`config.mk`:
```
export PLATFORM = sky130hd
export DESIGN_NAME = store_buffer_flat
export DESIGN_NICKNAME = d
export VERILOG_FILES = /design/src/rtl/store_buffer_pkg.sv /design/src/rtl/store_buffer_if.sv /design/src/rtl/store_buffer_fwd.sv /design/src/rtl/store_buffer.sv /design/src/flat_wrapper.sv
export SDC_FILE = /design/constraint.sdc
export NUM_CORES = 1
export LEC_CHECK = 0
export BUFFER_PORTS_ARGS = -buffer_cell sky130_fd_sc_hd__buf_2
export CORE_AREA = 2 2 183 140
export CTS_BUF_LIST = sky130_fd_sc_hd__clkbuf_4 sky130_fd_sc_hd__clkbuf_8
export DETAILED_ROUTE_END_ITERATION = 8
export DIE_AREA = 0 0 185 142
export GPL_TIMING_DRIVEN = 0
export HOLD_SLACK_MARGIN = 0.1
export PLACE_DENSITY_LB_ADDON = 0.3
export SYNTH_ARGS = -nofsm -noshare
export SYNTH_HDL_FRONTEND = slang
export SYNTH_HIERARCHICAL = 1
export SYNTH_SLANG_ARGS = --single-unit
```
`constraint.sdc`:
```
create_clock -name clk -period 7.22 [get_ports clk]
set_input_delay 1.805 -clock clk [delete_from_list [all_inputs] [get_ports clk]]
set_output_delay 1.805 -clock clk [all_outputs]
set_load 0.005 [all_outputs]
```
`src/rtl/store_buffer_pkg.sv`:
```
// Shared constants and types for the write-back store buffer.
package store_buffer_pkg;

  localparam int SB_WORD_WIDTH = 32;
  localparam int SB_DEPTH      = 4;

  // One buffered store as seen at the memory side (word-aligned address).
  typedef struct packed {
    logic [SB_WORD_WIDTH-1:0] addr;
    logic [SB_WORD_WIDTH-1:0] data;
  } sb_entry_t;

  // Pointer and occupancy widths for a buffer of the given depth.
  function automatic int sb_ptr_w(input int depth);
    return $clog2(depth);
  endfunction

  function automatic int sb_cnt_w(input int depth);
    return $clog2(depth + 1);
  endfunction

endpackage

```
`src/rtl/store_buffer_if.sv`:
```
// CPU data port and data-memory port of the store buffer, bundled.
// slave = the store buffer itself, master = cpu/memory environment.
interface store_buffer_if import store_buffer_pkg::*; #(
  parameter int W = SB_WORD_WIDTH
);
  logic         load_en;
  logic [W-1:0] l_addr;
  logic [W-1:0] l_data;
  logic         store_en;
  logic [W-1:0] s_addr;
  logic [W-1:0] s_data;
  logic         stall;
  logic [W-1:0] mem_rd_addr;
  logic [W-1:0] mem_rd_data;
  logic         mem_wr_en;
  logic [W-1:0] mem_wr_addr;
  logic [W-1:0] mem_wr_data;
  logic         mem_wr_ready;
  logic         empty;
  logic         full;

  modport slave (
    input  load_en, l_addr, store_en, s_addr, s_data, mem_rd_data, mem_wr_ready,
    output l_data, stall, mem_rd_addr, mem_wr_en, mem_wr_addr, mem_wr_data, empty, full
  );

  modport master (
    output load_en, l_addr, store_en, s_addr, s_data, mem_rd_data, mem_wr_ready,
    input  l_data, stall, mem_rd_addr, mem_wr_en, mem_wr_addr, mem_wr_data, empty, full
  );
endinterface

```
`src/rtl/store_buffer_fwd.sv`:
```
// Load-forwarding lookup: per-entry validity + word-address compare,
// then youngest-match select walking from head towards tail.
module sb_fwd_match import store_buffer_pkg::*; #(
  parameter int W     = SB_WORD_WIDTH,
  parameter int DEPTH = SB_DEPTH,
  parameter int PTR_W = sb_ptr_w(DEPTH),
  parameter int CNT_W = sb_cnt_w(DEPTH)
) (
  input  logic [DEPTH-1:0][W-3:0] i_addr,    // stored word addresses
  input  logic [DEPTH-1:0][W-1:0] i_data,
  input  logic [PTR_W-1:0]        i_head,
  input  logic [CNT_W-1:0]        i_count,
  input  logic [W-3:0]            i_ld_addr, // load word address
  output logic                    o_hit,
  output logic [W-1:0]            o_data
);

  logic [DEPTH-1:0][PTR_W-1:0] w_age;
  logic [DEPTH-1:0]            w_match;

  // Slot age relative to head decides validity; pointers wrap naturally
  // because DEPTH is a power of two.
  for (genvar g = 0; g < DEPTH; g++) begin : g_ent
    assign w_age[g]   = PTR_W'(g) - i_head;
    assign w_match[g] = (CNT_W'(w_age[g]) < i_count) && (i_addr[g] == i_ld_addr);
  end

  // Scan oldest to youngest; the last match seen is the youngest store.
  always_comb begin
    logic [PTR_W-1:0] idx;
    idx    = '0;
    o_hit  = 1'b0;
    o_data = '0;
    for (int k = 0; k < DEPTH; k++) begin
      idx = i_head + PTR_W'(k);
      if (w_match[idx]) begin
        o_hit  = 1'b1;
        o_data = i_data[idx];
      end
    end
  end

endmodule

```
`src/rtl/store_buffer.sv`:
```
// Write-back store buffer: stores enter a DEPTH-entry FIFO in one cycle and
// drain to memory through a ready handshake; loads forward from the youngest
// matching buffered store, otherwise take memory read data.
module store_buffer import store_buffer_pkg::*; #(
  parameter int W     = SB_WORD_WIDTH,
  parameter int DEPTH = SB_DEPTH
) (
  input logic           clk,
  input logic           rst,   // async, active low
  store_buffer_if.slave bus
);

  localparam int PTR_W = sb_ptr_w(DEPTH);
  localparam int CNT_W = sb_cnt_w(DEPTH);

  logic [DEPTH-1:0][W-3:0] r_addr;
  logic [DEPTH-1:0][W-1:0] r_data;
  logic [PTR_W-1:0]        r_head;
  logic [PTR_W-1:0]        r_tail;
  logic [CNT_W-1:0]        r_count;

  logic         w_full;
  logic         w_empty;
  logic         w_stall;
  logic         w_push;
  logic         w_pop;
  logic         w_hit;
  logic [W-1:0] w_fwd_data;
  logic         w_unused;

  assign w_full  = (r_count == CNT_W'(DEPTH));
  assign w_empty = (r_count == '0);
  // Full is only a stall if memory is not freeing a slot this same edge.
  assign w_stall = bus.store_en & w_full & ~bus.mem_wr_ready;
  assign w_pop   = ~w_empty & bus.mem_wr_ready;
  assign w_push  = bus.store_en & ~w_stall;

  // Byte offsets are irrelevant for word-only accesses.
  assign w_unused = ^{bus.l_addr[1:0], bus.s_addr[1:0]};

  // Pointer and occupancy bookkeeping; reset discards all entries.
  always_ff @(posedge clk or negedge rst) begin
    if (!rst) begin
      r_head  <= '0;
      r_tail  <= '0;
      r_count <= '0;
    end else begin
      if (w_pop)  r_head <= r_head + 1'b1;
      if (w_push) r_tail <= r_tail + 1'b1;
      case ({w_push, w_pop})
        2'b10:   r_count <= r_count + 1'b1;
        2'b01:   r_count <= r_count - 1'b1;
        default: r_count <= r_count;
      endcase
    end
  end

  // Entry storage is not reset; only slots inside head..head+count-1 matter.
  always_ff @(posedge clk) begin
    if (w_push) begin
      r_addr[r_tail] <= bus.s_addr[W-1:2];
      r_data[r_tail] <= bus.s_data;
    end
  end

  sb_fwd_match #(
    .W     (W),
    .DEPTH (DEPTH),
    .PTR_W (PTR_W),
    .CNT_W (CNT_W)
  ) u_fwd (
    .i_addr    (r_addr),
    .i_data    (r_data),
    .i_head    (r_head),
    .i_count   (r_count),
    .i_ld_addr (bus.l_addr[W-1:2]),
    .o_hit     (w_hit),
    .o_data    (w_fwd_data)
  );

  // Forwarding uses pre-edge state, so a store pushed this cycle is not seen.
  assign bus.l_data      = (bus.load_en && w_hit) ? w_fwd_data : bus.mem_rd_data;
  assign bus.mem_rd_addr = {bus.l_addr[W-1:2], 2'b00};
  assign bus.mem_wr_en   = ~w_empty;
  assign bus.mem_wr_addr = {r_addr[r_head], 2'b00};
  assign bus.mem_wr_data = r_data[r_head];
  assign bus.stall       = w_stall;
  assign bus.empty       = w_empty;
  assign bus.full        = w_full;

endmodule
```
`src/flat_wrapper.sv`:
```
// flat-port wrapper written by rule: the top's interface ports become plain ports
module store_buffer_flat import store_buffer_pkg::*;
#(
  parameter int W     = SB_WORD_WIDTH,
  parameter int DEPTH = SB_DEPTH
)
  (clk, rst, bus_load_en, bus_l_addr, bus_store_en, bus_s_addr, bus_s_data, bus_mem_rd_data, bus_mem_wr_ready, bus_l_data, bus_stall, bus_mem_rd_addr, bus_mem_wr_en, bus_mem_wr_addr, bus_mem_wr_data, bus_empty, bus_full);
  store_buffer_if #(.W(W)) bus_i ();
  input logic clk;
  input logic rst;
  input wire logic [$bits(bus_i.load_en)-1:0] bus_load_en;
  input wire logic [$bits(bus_i.l_addr)-1:0] bus_l_addr;
  input wire logic [$bits(bus_i.store_en)-1:0] bus_store_en;
  input wire logic [$bits(bus_i.s_addr)-1:0] bus_s_addr;
  input wire logic [$bits(bus_i.s_data)-1:0] bus_s_data;
  input wire logic [$bits(bus_i.mem_rd_data)-1:0] bus_mem_rd_data;
  input wire logic [$bits(bus_i.mem_wr_ready)-1:0] bus_mem_wr_ready;
  output wire logic [$bits(bus_i.l_data)-1:0] bus_l_data;
  output wire logic [$bits(bus_i.stall)-1:0] bus_stall;
  output wire logic [$bits(bus_i.mem_rd_addr)-1:0] bus_mem_rd_addr;
  output wire logic [$bits(bus_i.mem_wr_en)-1:0] bus_mem_wr_en;
  output wire logic [$bits(bus_i.mem_wr_addr)-1:0] bus_mem_wr_addr;
  output wire logic [$bits(bus_i.mem_wr_data)-1:0] bus_mem_wr_data;
  output wire logic [$bits(bus_i.empty)-1:0] bus_empty;
  output wire logic [$bits(bus_i.full)-1:0] bus_full;
  assign bus_i.load_en = bus_load_en;
  assign bus_i.l_addr = bus_l_addr;
  assign bus_i.store_en = bus_store_en;
  assign bus_i.s_addr = bus_s_addr;
  assign bus_i.s_data = bus_s_data;
  assign bus_i.mem_rd_data = bus_mem_rd_data;
  assign bus_i.mem_wr_ready = bus_mem_wr_ready;
  assign bus_l_data = bus_i.l_data;
  assign bus_stall = bus_i.stall;
  assign bus_mem_rd_addr = bus_i.mem_rd_addr;
  assign bus_mem_wr_en = bus_i.mem_wr_en;
  assign bus_mem_wr_addr = bus_i.mem_wr_addr;
  assign bus_mem_wr_data = bus_i.mem_wr_data;
  assign bus_empty = bus_i.empty;
  assign bus_full = bus_i.full;
  store_buffer #(.W(W), .DEPTH(DEPTH)) u_core (.clk(clk), .rst(rst), .bus(bus_i));
endmodule
```
==> summary.txt <==
Synth
  – Post-Synth XOR/XNOR Area: 0.07241
  – Post-synthesis simple-gate area fraction: 0.05804
  – Ys async rst share: 0.02745
  – Synth Cell Area: 15,240 um^2
  – EDFF count, synth: 248
  – Synth warn: 6
  – Syn Area/Cell: 13.05 um^2
  – Adder-cell share of the synthesized area: 0.008702
  – Compound-gate portion of the synthesized area: 0.1268
  – Multiplexer share of the synthesized area: 0.1818
  – Synth Register Bits: 255
  – Ys flop type: edfxtp_1
  – Mapped Cells: 1,168
  – Seq/Total Area, Yosys: 0.5001
  – Main combinational cell family by area after synthesis: multiplexers
  – Netlist cell types: 48

GRT
  – Global-route wire length before repair: 68,050 um
  – Vias in the first global route: 11,730
  – Gr ovfl total: 0
  – Overall routing resource usage: 0.3458
  – Largest net degree at the start of global routing: 52
  – Initial antenna violation count: 4

Clock tree
  – Max clock buf depth: 3
  – Clock Sinks: 255
  – Root buf cell: clkbuf_8
  – Worst-Skew Late Latency: 0.56 ns
  – CTS Buf Count: 41
  – CTS tree: built
  – Postcts setup bufs: 0
  – Htree depth: 2
  – Cts hold-fix bufs: 0
  – Reg clk slew, reported paths: 0.07 ns

Die
  – Starting density of the core: 0.6215
  – Die height: 142 um
  – I/O Pins: 265
  – Die area: 26,270 um^2
  – Die width: 185 um
  – # rows: 50
  – Area of the core: 24,520 um^2

Worst setup path
  – Critical path capture point type: output port
  – Reg-to-Reg End: u_core/r_count[2]
  – R2R depth: 9
  – Worst Setup Path Type: in -> out
  – Crit path arrival time: 5.39 ns
  – RR Startpoint: u_core/r_count[2]
  – Worst Setup EP: bus_l_data[1]
  – Worst endpoint required time: 5.41 ns
  – R2R setup slack: 4.96 ns
  – Startpoint Class: input pin
  – CP Max Fanout: 10
  – Critical path origin: bus_l_addr[23]

Place
  – RePlAce Congestion: 0.9291
  – Port Buffer Count: 256
  – HPWL after DPL: 32,350 um

Layout
  – Share of cells above drive strength 1: 0.3364
  – Commonest cells after routing, fill and taps aside: buf_2, edfxtp_1, xor2_1, mux2i_1, nand2_1
  – Most common cell after layout, fill and taps aside: buf_2
  – Final nets: 1,616
  – Area growth from synthesis to layout: 17.35%

Timing
  – Fmax: 0.1390 GHz
  – Setup TNS: 0 ns
  – Slew Limit Fails: 0
  – Slew HR: 0.3379
  – Setup-failing EPs final: 0
  – Clock Skews: 0.01390 ns
  – Worst-margin pin slew: 0.9931 ns
  – Final Cycle Share: 0.9966
  – Tmin final: 7.195 ns
  – RSZ-0062 raised after global routing: false
  – Final Hold Viols: 0

Hold path
  – Hold Path Class: reg -> reg

Detailed routing
  – WL/cell: 24.97 um
  – Iteration-0 DRC Markers: 2,033
  – Via density: 6.826
  – Routed WL: 45,980 um
  – Final routed DRC violation total: 0
  – DR vias: 12,570
  – 1st-pass router iterations: 8
  – Post-DRT Antenna Nets: 0

Power and ir drop
  – Peak VDD IR: 0.0001842 V
  – Total power: 6.780 mW
  – Cell leakage power: 6.849 nW
  – PwrDens: 379.1 nW/um^2

Run status
  – Status: complete, no violations

Run
  – Max-cap check violation count: 0
synth_stat cells (33+ instances only):
| library cell | instances | area [um^2] |
|---|---|---|
| buf_4 | 34 | 255.2 |
| mux2_2 | 33 | 371.6 |
| a21oi_1 | 66 | 330.3 |
| edfxtp_1 | 248 | 7447 |
| mux4_2 | 60 | 1351 |
| clkbuf_1 | 56 | 210.2 |
| mux2i_1 | 98 | 980.9 |
| nand2_1 | 68 | 255.2 |
| xor2_1 | 121 | 1060 |
| o211ai_1 | 64 | 480.5 |
| nand3_1 | 38 | 190.2 |
| a221o_1 | 62 | 620.6 |
state kept, by name, indices dropped and copies added, names as in the netlist:
name / count
u_core/r_head: 2
u_core/r_addr: 120
u_core/r_tail: 2
u_core/r_count: 3
u_core/r_data: 128
critical path, cell delays in order:
cell and delay (ns):
buf_2 0.15, xor2_1 0.19, nor4_1 0.63, nand4_1 0.24, nor3_2 0.40, a21oi_1 0.34, mux2i_4 0.38, buf_1 0.42
a31oi_1 0.16, o22ai_1 0.34, mux2_2 0.22, buf_2 0.10
repair_timing:
| item | in CTS | in global routing |
|---|---|---|
| resized for setup | 3 | 20 |
| setup endpoints to repair | 4 | 31 |
| endpoints found under the hold margin | 0 | 0 |
| gates cloned | 0 | 0 |
where the power goes:
group / switching (mW) / internal (mW)
clock: 0.571 / 0.620
combinational: 1.95 / 1.43
sequential: 0.237 / 1.97
cells by family after synthesis:
family	after synthesis
AOI/OAI and AO/OA	268
xor gates and xnor gates	126
adders and majority gates	10
buffers and inverters	136
DFF	255
muxes	194
other	1
and+or+nand+nor	178
cell type report:
type	instances	area, um^2
sequential	255	7624
multi-input combinational	780	6882
fill	1685	6639
timing repair buffer	260	1391
buffer	121	744.5
clock buffer	58	691.9
tap	338	422.9
clock inverter	13	71.32
inverter	14	52.55
antenna	2	5.005
routing by layer:
| metal | GRT usage | vias up | part of all wire |
|---|---|---|---|
| met2 | 0.5021 | 1126 | 0.43 |
| met4 | 0.1078 | 4 | 0.031 |
| met3 | 0.08751 | 152 | 0.15 |
| li1 | - | 5275 | - |
| met1 | 0.5159 | 6010 | 0.38 |
| met5 | 0 | - | 0.00059 |
metrics by stage:
stage / hold WS (ns) / util / area (um^2) / std cells / setup WS [ns]
2_1_floorplan: 0.5348 / - / 15250 / 1171 / 1.370
3_3_place_gp: 0.5570 / 0.6914 / 16960 / 1765 / 0.07614
3_5_place_dp: 0.5780 / 0.6963 / 17080 / 1769 / 0.03030
4_1_cts: 0.6022 / 0.7276 / 17840 / 1840 / 0.02242
5_1_grt: 0.6284 / 0.7292 / 17880 / 1840 / 0.04741
6_report: 0.6024 / 0.7293 / 17880 / 1841 / 0.02452
worst min-delay path by stage:
stage | from | slack, ns | depth (start not counted) | endpoint
floorplan | u_core/r_tail[1] | 0.53 | 1 | u_core/r_tail[1]
global placement | u_core/r_tail[1] | 0.56 | 1 | u_core/r_tail[1]
detailed placement | u_core/r_tail[1] | 0.58 | 1 | u_core/r_tail[1]
CTS | u_core/r_tail[1] | 0.60 | 1 | u_core/r_tail[1]
global route | u_core/r_tail[1] | 0.63 | 1 | u_core/r_tail[1]
finish | u_core/r_tail[1] | 0.60 | 1 | u_core/r_tail[1]
(Power assumes the default switching activity.)
